===== src/rtl/scarv_soc_arb_pkg.sv =====
// Shared types and constants for the SoC memif round-robin arbiter.
//   arb_state_t : arbiter FSM states (IDLE, ADDR, RESP)
//   arb_owner_t : index of the requester currently owning the downstream port
//   memif_req_t : address-phase payload carried from a requester to downstream
package scarv_soc_arb_pkg;

    localparam int unsigned ADDR_W = 32;
    localparam int unsigned DATA_W = 32;
    localparam int unsigned STRB_W = 4;
    localparam int unsigned ST_W   = 2;

    localparam logic [ST_W-1:0] ST_IDLE_ENC = 2'd0;
    localparam logic [ST_W-1:0] ST_ADDR_ENC = 2'd1;
    localparam logic [ST_W-1:0] ST_RESP_ENC = 2'd2;

    typedef enum logic [ST_W-1:0] {
        IDLE = ST_IDLE_ENC,
        ADDR = ST_ADDR_ENC,
        RESP = ST_RESP_ENC
    } arb_state_t;

    typedef logic arb_owner_t;

    typedef struct packed {
        logic              wen;
        logic [STRB_W-1:0] strb;
        logic [ADDR_W-1:0] addr;
        logic [DATA_W-1:0] wdata;
    } memif_req_t;

endpackage


===== src/rtl/scarv_soc_memif_arb_if.sv =====
// Memory interface bundle: one address phase (req/gnt + payload) and one
// response (recv/rdata/error).
//   master : issues requests, receives grant and response
//   slave  : accepts requests, returns grant and response
interface scarv_soc_memif_arb_if;
    import scarv_soc_arb_pkg::*;

    logic              req;
    logic              gnt;
    logic              wen;
    logic [STRB_W-1:0] strb;
    logic [ADDR_W-1:0] addr;
    logic [DATA_W-1:0] wdata;
    logic              recv;
    logic [DATA_W-1:0] rdata;
    logic              error;

    modport master (
        output req, wen, strb, addr, wdata,
        input  gnt, recv, rdata, error
    );

    modport slave (
        input  req, wen, strb, addr, wdata,
        output gnt, recv, rdata, error
    );

endinterface


===== src/rtl/scarv_soc_arb_rr.sv =====
// Combinational two-way round-robin picker.
//   req    : request vector, bit N from requester N
//   prio   : requester favoured when both request
//   valid  : at least one request present
//   winner : selected requester (only meaningful when valid)
module scarv_soc_arb_rr
    import scarv_soc_arb_pkg::*;
(
    input  logic [1:0] req,
    input  arb_owner_t prio,
    output logic       valid,
    output arb_owner_t winner
);

    always_comb begin
        valid  = |req;
        // A lone request wins outright; on contention the pointer decides.
        winner = arb_owner_t'(req[1]);
        if (&req) begin
            winner = prio;
        end
    end

endmodule


===== src/rtl/scarv_soc_memif_arb.sv =====
// Two-requester round-robin arbiter for the SoC external memory interface.
// One outstanding transaction at a time; grant and response paths are
// combinational from the downstream port, gated by the registered owner.
//   f_clk     : clock
//   sys_reset : asynchronous active-high reset
//   m0        : requester 0 (core complex), slave side
//   m1        : requester 1 (DMA / debug bridge), slave side
//   s         : downstream memif port, master side
// Build option: define SCARV_SOC_ARB_TIMEOUT_EN to include the response
// watchdog (TIMEOUT_CYCLES cycles in RESP without s.recv forces an error
// response); otherwise RESP waits indefinitely.
module scarv_soc_memif_arb
    import scarv_soc_arb_pkg::*;
#(
    parameter int unsigned TIMEOUT_CYCLES = 255,
    parameter int unsigned TW             = 16
) (
    input  logic                  f_clk,
    input  logic                  sys_reset,
    scarv_soc_memif_arb_if.slave  m0,
    scarv_soc_memif_arb_if.slave  m1,
    scarv_soc_memif_arb_if.master s
);

    arb_state_t state_q;
    arb_owner_t owner_q;
    arb_owner_t prio_q;

    logic       pick_valid;
    arb_owner_t pick_winner;

    logic              in_addr;
    logic              in_resp;
    memif_req_t        m0_pl;
    memif_req_t        m1_pl;
    memif_req_t        own_pl;
    logic              timeout_c;
    logic              resp_fire;
    logic              resp_err;
    logic [DATA_W-1:0] resp_rdata;

    // Arbitration between the two live requests.
    scarv_soc_arb_rr u_rr (
        .req    ({m1.req, m0.req}),
        .prio   (prio_q),
        .valid  (pick_valid),
        .winner (pick_winner)
    );

    assign in_addr = (state_q == ADDR);
    assign in_resp = (state_q == RESP);

    // Downstream request: owner's payload, forced to zero outside ADDR.
    assign m0_pl  = {m0.wen, m0.strb, m0.addr, m0.wdata};
    assign m1_pl  = {m1.wen, m1.strb, m1.addr, m1.wdata};
    assign own_pl = owner_q ? m1_pl : m0_pl;

    assign s.req   = in_addr;
    assign s.wen   = in_addr & own_pl.wen;
    assign s.strb  = in_addr ? own_pl.strb  : '0;
    assign s.addr  = in_addr ? own_pl.addr  : '0;
    assign s.wdata = in_addr ? own_pl.wdata : '0;

    // Grant is steered to the owner only.
    assign m0.gnt = in_addr & ~owner_q & s.gnt;
    assign m1.gnt = in_addr &  owner_q & s.gnt;

`ifdef SCARV_SOC_ARB_TIMEOUT_EN
    logic [TW-1:0] wdog_q;

    // A real response on the timeout cycle takes precedence.
    assign timeout_c = in_resp & ~s.recv & (wdog_q == TW'(TIMEOUT_CYCLES));

    // Counts cycles spent in RESP; cleared on the ADDR->RESP transition.
    always_ff @(posedge f_clk or posedge sys_reset) begin
        if (sys_reset) begin
            wdog_q <= '0;
        end else if (in_addr && s.gnt) begin
            wdog_q <= '0;
        end else if (in_resp && !s.recv) begin
            wdog_q <= wdog_q + TW'(1);
        end
    end
`else
    assign timeout_c = 1'b0;
`endif

    // Response: downstream values, or a zero-data error on watchdog expiry.
    assign resp_fire  = in_resp & (s.recv | timeout_c);
    assign resp_err   = s.recv ? s.error : 1'b1;
    assign resp_rdata = s.recv ? s.rdata : '0;

    assign m0.recv  = resp_fire & ~owner_q;
    assign m1.recv  = resp_fire &  owner_q;
    assign m0.error = m0.recv & resp_err;
    assign m1.error = m1.recv & resp_err;
    assign m0.rdata = m0.recv ? resp_rdata : '0;
    assign m1.rdata = m1.recv ? resp_rdata : '0;

    // Arbiter FSM with owner and round-robin pointer.
    always_ff @(posedge f_clk or posedge sys_reset) begin
        if (sys_reset) begin
            state_q <= IDLE;
            owner_q <= 1'b0;
            prio_q  <= 1'b0;
        end else begin
            case (state_q)
                IDLE: begin
                    if (pick_valid) begin
                        owner_q <= pick_winner;
                        state_q <= ADDR;
                    end
                end
                ADDR: begin
                    if (s.gnt) begin
                        state_q <= RESP;
                    end
                end
                RESP: begin
                    // Hand priority to the other requester so a waiting one is served next.
                    if (resp_fire) begin
                        prio_q  <= ~owner_q;
                        state_q <= IDLE;
                    end
                end
                default: begin
                    state_q <= IDLE;
                end
            endcase
        end
    end

endmodule

===== src/flat_wrapper.sv =====
// flat-port wrapper written by rule: the top's interface ports become plain ports
module scarv_soc_memif_arb_flat import scarv_soc_arb_pkg::*;
#(
    parameter int unsigned TIMEOUT_CYCLES = 255,
    parameter int unsigned TW             = 16
)
  (f_clk, sys_reset, m0_req, m0_wen, m0_strb, m0_addr, m0_wdata, m0_gnt, m0_recv, m0_rdata, m0_error, m1_req, m1_wen, m1_strb, m1_addr, m1_wdata, m1_gnt, m1_recv, m1_rdata, m1_error, s_req, s_wen, s_strb, s_addr, s_wdata, s_gnt, s_recv, s_rdata, s_error);
  scarv_soc_memif_arb_if m0_i ();
  scarv_soc_memif_arb_if m1_i ();
  scarv_soc_memif_arb_if s_i ();
  input  logic f_clk;
  input  logic sys_reset;
  input wire logic [$bits(m0_i.req)-1:0] m0_req;
  input wire logic [$bits(m0_i.wen)-1:0] m0_wen;
  input wire logic [$bits(m0_i.strb)-1:0] m0_strb;
  input wire logic [$bits(m0_i.addr)-1:0] m0_addr;
  input wire logic [$bits(m0_i.wdata)-1:0] m0_wdata;
  output wire logic [$bits(m0_i.gnt)-1:0] m0_gnt;
  output wire logic [$bits(m0_i.recv)-1:0] m0_recv;
  output wire logic [$bits(m0_i.rdata)-1:0] m0_rdata;
  output wire logic [$bits(m0_i.error)-1:0] m0_error;
  input wire logic [$bits(m1_i.req)-1:0] m1_req;
  input wire logic [$bits(m1_i.wen)-1:0] m1_wen;
  input wire logic [$bits(m1_i.strb)-1:0] m1_strb;
  input wire logic [$bits(m1_i.addr)-1:0] m1_addr;
  input wire logic [$bits(m1_i.wdata)-1:0] m1_wdata;
  output wire logic [$bits(m1_i.gnt)-1:0] m1_gnt;
  output wire logic [$bits(m1_i.recv)-1:0] m1_recv;
  output wire logic [$bits(m1_i.rdata)-1:0] m1_rdata;
  output wire logic [$bits(m1_i.error)-1:0] m1_error;
  output wire logic [$bits(s_i.req)-1:0] s_req;
  output wire logic [$bits(s_i.wen)-1:0] s_wen;
  output wire logic [$bits(s_i.strb)-1:0] s_strb;
  output wire logic [$bits(s_i.addr)-1:0] s_addr;
  output wire logic [$bits(s_i.wdata)-1:0] s_wdata;
  input wire logic [$bits(s_i.gnt)-1:0] s_gnt;
  input wire logic [$bits(s_i.recv)-1:0] s_recv;
  input wire logic [$bits(s_i.rdata)-1:0] s_rdata;
  input wire logic [$bits(s_i.error)-1:0] s_error;
  assign m0_i.req = m0_req;
  assign m0_i.wen = m0_wen;
  assign m0_i.strb = m0_strb;
  assign m0_i.addr = m0_addr;
  assign m0_i.wdata = m0_wdata;
  assign m0_gnt = m0_i.gnt;
  assign m0_recv = m0_i.recv;
  assign m0_rdata = m0_i.rdata;
  assign m0_error = m0_i.error;
  assign m1_i.req = m1_req;
  assign m1_i.wen = m1_wen;
  assign m1_i.strb = m1_strb;
  assign m1_i.addr = m1_addr;
  assign m1_i.wdata = m1_wdata;
  assign m1_gnt = m1_i.gnt;
  assign m1_recv = m1_i.recv;
  assign m1_rdata = m1_i.rdata;
  assign m1_error = m1_i.error;
  assign s_req = s_i.req;
  assign s_wen = s_i.wen;
  assign s_strb = s_i.strb;
  assign s_addr = s_i.addr;
  assign s_wdata = s_i.wdata;
  assign s_i.gnt = s_gnt;
  assign s_i.recv = s_recv;
  assign s_i.rdata = s_rdata;
  assign s_i.error = s_error;
  scarv_soc_memif_arb #(.TIMEOUT_CYCLES(TIMEOUT_CYCLES), .TW(TW)) u_core (.f_clk(f_clk), .sys_reset(sys_reset), .m0(m0_i), .m1(m1_i), .s(s_i));
endmodule

===== config.mk =====
export PLATFORM = sky130hd
export DESIGN_NAME = scarv_soc_memif_arb_flat
export DESIGN_NICKNAME = d
export VERILOG_FILES = /design/src/rtl/scarv_soc_arb_pkg.sv /design/src/rtl/scarv_soc_memif_arb_if.sv /design/src/rtl/scarv_soc_arb_rr.sv /design/src/rtl/scarv_soc_memif_arb.sv /design/src/flat_wrapper.sv
export SDC_FILE = /design/constraint.sdc
export NUM_CORES = 1
export LEC_CHECK = 0
export ABC_AREA = 1
export CAP_MARGIN = 20
export CORE_AREA = 2 2 124 126
export CTS_CLUSTER_DIAMETER = 100
export DETAILED_ROUTE_END_ITERATION = 7
export DIE_AREA = 0 0 126 128
export PLACE_DENSITY = 0.64
export SLEW_MARGIN = 20
export SYNTH_ARGS = -nofsm -noshare
export SYNTH_HDL_FRONTEND = slang
export SYNTH_HIERARCHICAL = 1
export SYNTH_SLANG_ARGS = --single-unit

===== constraint.sdc =====
create_clock -name f_clk -period 1.2 [get_ports f_clk]
set_input_delay 0.24 -clock f_clk [delete_from_list [all_inputs] [get_ports f_clk]]
set_output_delay 0.24 -clock f_clk [all_outputs]
set_load 0.01 [all_outputs]

# Yosys cells after proc, flatten, opt, wreduce, memory -nomap -nowiden
# Cells that the tools add are included.
# totals
regBits	4
# classes
n_reduce_logical	6
mux	13
n_bitwise	11
n_eq_ne	5
# ops
cell	n
2-to-1 mux 32 bit	5
2-to-1 mux 69 bit	1
bitwise AND 1 bit	10
2-to-1 mux 2 bit	3
case mux 2 bit (3 select lines)	1
AND reduction 2 bit	3
2-to-1 mux 4 bit	1
!= test 2 bit (second input constant)	2
AND reduction 3 bit	1
equality test 2 x 1 -> 1 bit (second input constant)	1
equality test 2 bit (second input constant)	1
logical NOT 2 bit	1
2-to-1 mux 1 bit	2
!= test 2 x 1 -> 1 bit (second input constant)	1
OR reduction 2 bit	1
inverter 1 bit	1

# Depth between registers and ports, before layout
# logic_depth
word_depth	4
depth_mapped	5
ltp_nobuf	5

# By module
# The synthesis kept the hierarchy.
# by_module_without_submodules
module	area_per_inst_um2	n_inst	cells_each
scarv_soc_memif_arb	1928.1	1	368
scarv_soc_arb_rr	22.5	1	5

# Worst setup path after synthesis
# No wires, ideal clock.
# synth_timing
path_kind	register to output
from	reg u_core.state_q[1]
to	out s_addr[0]
path_stages_with_launch	6
path_slack_ns	-0.045
arrival_ns	1.005
cell_sequence	dfrtp_1 -> buf_4 -> inv_2 -> nand2_2 -> buf_2 -> a21oi_1
# synth_between
elab_chain_cells	2
# synth_lines
element	line_no	rtl
from (decl)	scarv_soc_memif_arb.sv:25	arb_state_t state_q;
from (signal assigned)	scarv_soc_memif_arb.sv:103	state_q <= IDLE;
from (signal assigned)	scarv_soc_memif_arb.sv:111	state_q <= ADDR;
from (signal assigned)	scarv_soc_memif_arb.sv:116	state_q <= RESP;
equality test 2 x 1 -> 1 bit	scarv_soc_memif_arb.sv:50	assign in_addr = (state_q == ADDR);
2-to-1 mux 32 bit	scarv_soc_memif_arb.sv:61	assign s.addr = in_addr ? own_pl.addr : '0;
to (decl)	flat_wrapper.sv:34	output wire logic [$bits(s_i.addr)-1:0] s_addr;
# Every way passes these cells.

# Worst setup path after layout
# layout_timing
from	reg u_core.owner_q
to	out m0_rdata[10]
# layout_between
elab_chain_cells	3
# layout_lines
element	line_no	rtl
from (decl)	scarv_soc_memif_arb.sv:26	arb_owner_t owner_q;
from (signal assigned)	scarv_soc_memif_arb.sv:110	owner_q <= pick_winner;
inverter 1 bit	scarv_soc_memif_arb.sv:93	assign m0.recv = resp_fire & ~owner_q;
bitwise AND 1 bit	scarv_soc_memif_arb.sv:93	
2-to-1 mux 32 bit	scarv_soc_memif_arb.sv:97	assign m0.rdata = m0.recv ? resp_rdata : '0;
to (decl)	flat_wrapper.sv:20	output wire logic [$bits(m0_i.rdata)-1:0] m0_rdata;
# Every way passes these cells.

==> flow_summary.ini <==
[grt]
grt_pass1_wl_mm = 18.5
grt_pass1_vias = 3562
grt_max_degree = 30
antenna_found_initial = 0
grt_usage_pct = 14.0
gr-total-overflow = 0

[setup_path]
cp_slowest_cell = dfrtp_4
crit_path_frequent_cell = buf_8
path_delay_family = buffers and inverters
end_kind = primary output
regToRegSetupSlack_ps = 70
r2r-end = u_core/state_q[1]
cp_num_buf_inv = 5
crit_type = reg -> out
max_stage_delay_ps = 520
crit_chain = buf_8 -> buf_6 -> buf_8 -> buf_8 -> nor3_2 -> buf_2
worstPathRequired_ps = 960
reg2reg_from = u_core/state_q[1]
cp_data_arrival_time_ps = 1550
startpoint_type = flip-flop
rr_worst_depth = 6
cp_max_fo = 7

[logic_synthesis]
postSynthAreaPerCell_um2 = 5.23
synth.most_common_cell = nand2_1
synth-seq-cells = 4
syn_area_um2 = 1950
synth-edff-count = 0
yosys_warnings = 6
synth_area_leaders = nand2_1 28%, a21oi_1 18%, nor3_2 16%
synth.distinct_cells = 19
netlist.area_leader.share_pct = 28.3
async_flop_share_pct = 100
synth_fp_nets = 550
synth_cells = 373
synth-main-ff-cell = dfrtp_1
seq_area_frac_synth_pct = 5.13
synth_top_area_cell = nand2_1
synthTopCellsByCount = 147 x nand2_1, 69 x a21oi_1, 38 x inv_1

[place]
dp_hpwl_mm = 9.26
port_buffers = 316
gp_congestion = 0.775
place_area_um2 = 5860
pre_cts_slack_ps = -901

[routing]
initialDrtViolationCount = 57
dr.pass1.iters = 6
drt_wl_total_mm = 12.9
viasPerCell = 4.04
vias = 3757
drc = 0
postRouteAntennaNets = 0
wl_per_cell_um = 13.9

[outcome]
failed_checks = negative setup slack
status = complete, but fails checks

[sta]
worst_slack_ps = -594
tns_ps = -68310
slew_headroom_pct = 83.2
slew_viol_final = 0
worst_pin_slew_ps = 252
fin_crit_sh_pct = 149
fin_skew_ps = 5.23
final-setup-viol-count = 140
rsz0062_at_grt = true
hold_slack_ps = 196
layout_min_cycle_time_ps = 1790
fmax_mhz = 558
hold_violations = 0

[floorplanning]
core-area_um2 = 14900
dieHeight_um = 128
io_pins = 317
start_util_pct = 13.1
dieArea_um2 = 16100
die_x_um = 126
rows = 45

[pwr]
p_leak_nw = 3.01
finalPower_mw = 10.6
irDropWorstVdd_uv = 600
powerDensity_nw_per_um2 = 1620

[final_layout]
antenna_cells = 0
drive_above_1_share_pct = 53.0
area_growth_pct = 237
fin_area_um2 = 6570
nFillCells = 1507
fin_nets = 919

[hold_path]
hold_class = in -> async

[flow_run]
maxCapViolCount = 0

[clock_network]
clock_sinks = 4
cts_root_buffer = clkbuf_16
cts_tree = built
h-tree-depth = 1
clk_pin_slew_worst_paths_ps = 30
clockBufferDepth = 2
numCtsBuffers = 3
cts_hold_buf = 0
clk_latency_ps = 230
==> per-stage QoR <==
stage          cells  utilization, %
2_1_floorplan    373               -
3_3_place_gp     875            39.4
3_5_place_dp     875            39.4
4_1_cts          910            40.8
5_1_grt          929            44.2
6_report         929            44.2
==> worst reg2reg max path: cells and delay by family, from the launching register on <==
family                 cells  cell delay, ps
DFF                        1             440
and+or+nand+nor            2             130
AOI/OAI and AO/OA          1              70
buffers and inverters      3             370
==> flip-flops by register name (all words and copies together) (netlist names) <==
signal / cells
u_core/state_q: 2
u_core/owner_q: 1
u_core/prio_q: 1
==> worst max path at each step <==
stage                              start      endpoint  slack [ps]  cells past startpoint
final                     u_core/owner_q  m0_rdata[10]        -590                      6
after global routing      u_core/owner_q  m0_rdata[10]        -640                      6
after CTS                 u_core/owner_q  m1_rdata[23]        -830                      5
after detailed placement          s_recv   m0_rdata[7]        -900                      5
after global placement            s_recv      m0_error        -870                      5
after floorplan           u_core/owner_q  m0_rdata[10]         -40                      4
==> cell families after synthesis <==
kind of cell           Yosys count  share of synthesized area (%)
AND/OR/NAND/NOR                224                           55.7
buffers and inverters           74                           21.0
AO/OA/AOI/OAI                   71                           18.2
flip-flops                       4                           5.13
==> cell usage in the layout, fill, tap and decap left out, drive strengths merged <==
cell type      synthesis  final
dfrtp                  4      4
inv                   41     40
dlygate4sd2            0      3
nand3                  3      3
or2                    1      1
clkdlybuf4s50          0    175
nand2                148    148
nand4                  2      2
nor2                  35     35
clkinv                 0      1
clkdlybuf4s15          0     16
o21ai                  2      2
nor3                  35     35
buf                   33    186
a21oi                 69     69
clkbuf                 0     21
==> per-layer routing <==
layer | share of wire (%) | global-route usage, % | up-vias
li1 | - | - | 1902
met1 | 38 | 16.8 | 1644
met2 | 53 | 26.2 | 201
met3 | 8.4 | 3.30 | 10
met4 | 1.0 | 1.49 | 0
met5 | 0 | 0 | -
==> power by group <==
part	internal, mW	switching (mW)
clock	0.439	0.0982
combinational	4.94	4.83
sequential	0.211	0.0968
total	5.59	5.03
==> cell type report <==
type | instances | area (um2) | share of cell area, %
Multi-Input combinational cell | 295 | 2170 | 33.1
Clock buffer | 4 | 78.8 | 1.20
Tap cell | 188 | 235 | 3.58
Sequential cell | 4 | 105 | 1.60
Inverter | 41 | 169 | 2.57
Timing Repair Buffer | 397 | 3810 | 58.0
==> timing repair <==
| item | in CTS | in global routing |
|---|---|---|
| resized for setup | 443 | 241 |
| endpoints found under the setup margin | 140 | 140 |
| pin swaps | 7 | 33 |
| cloned | 6 | 4 |
| buffers inserted | 25 | 20 |
Note: power is estimated with default switching activity, not from simulation.
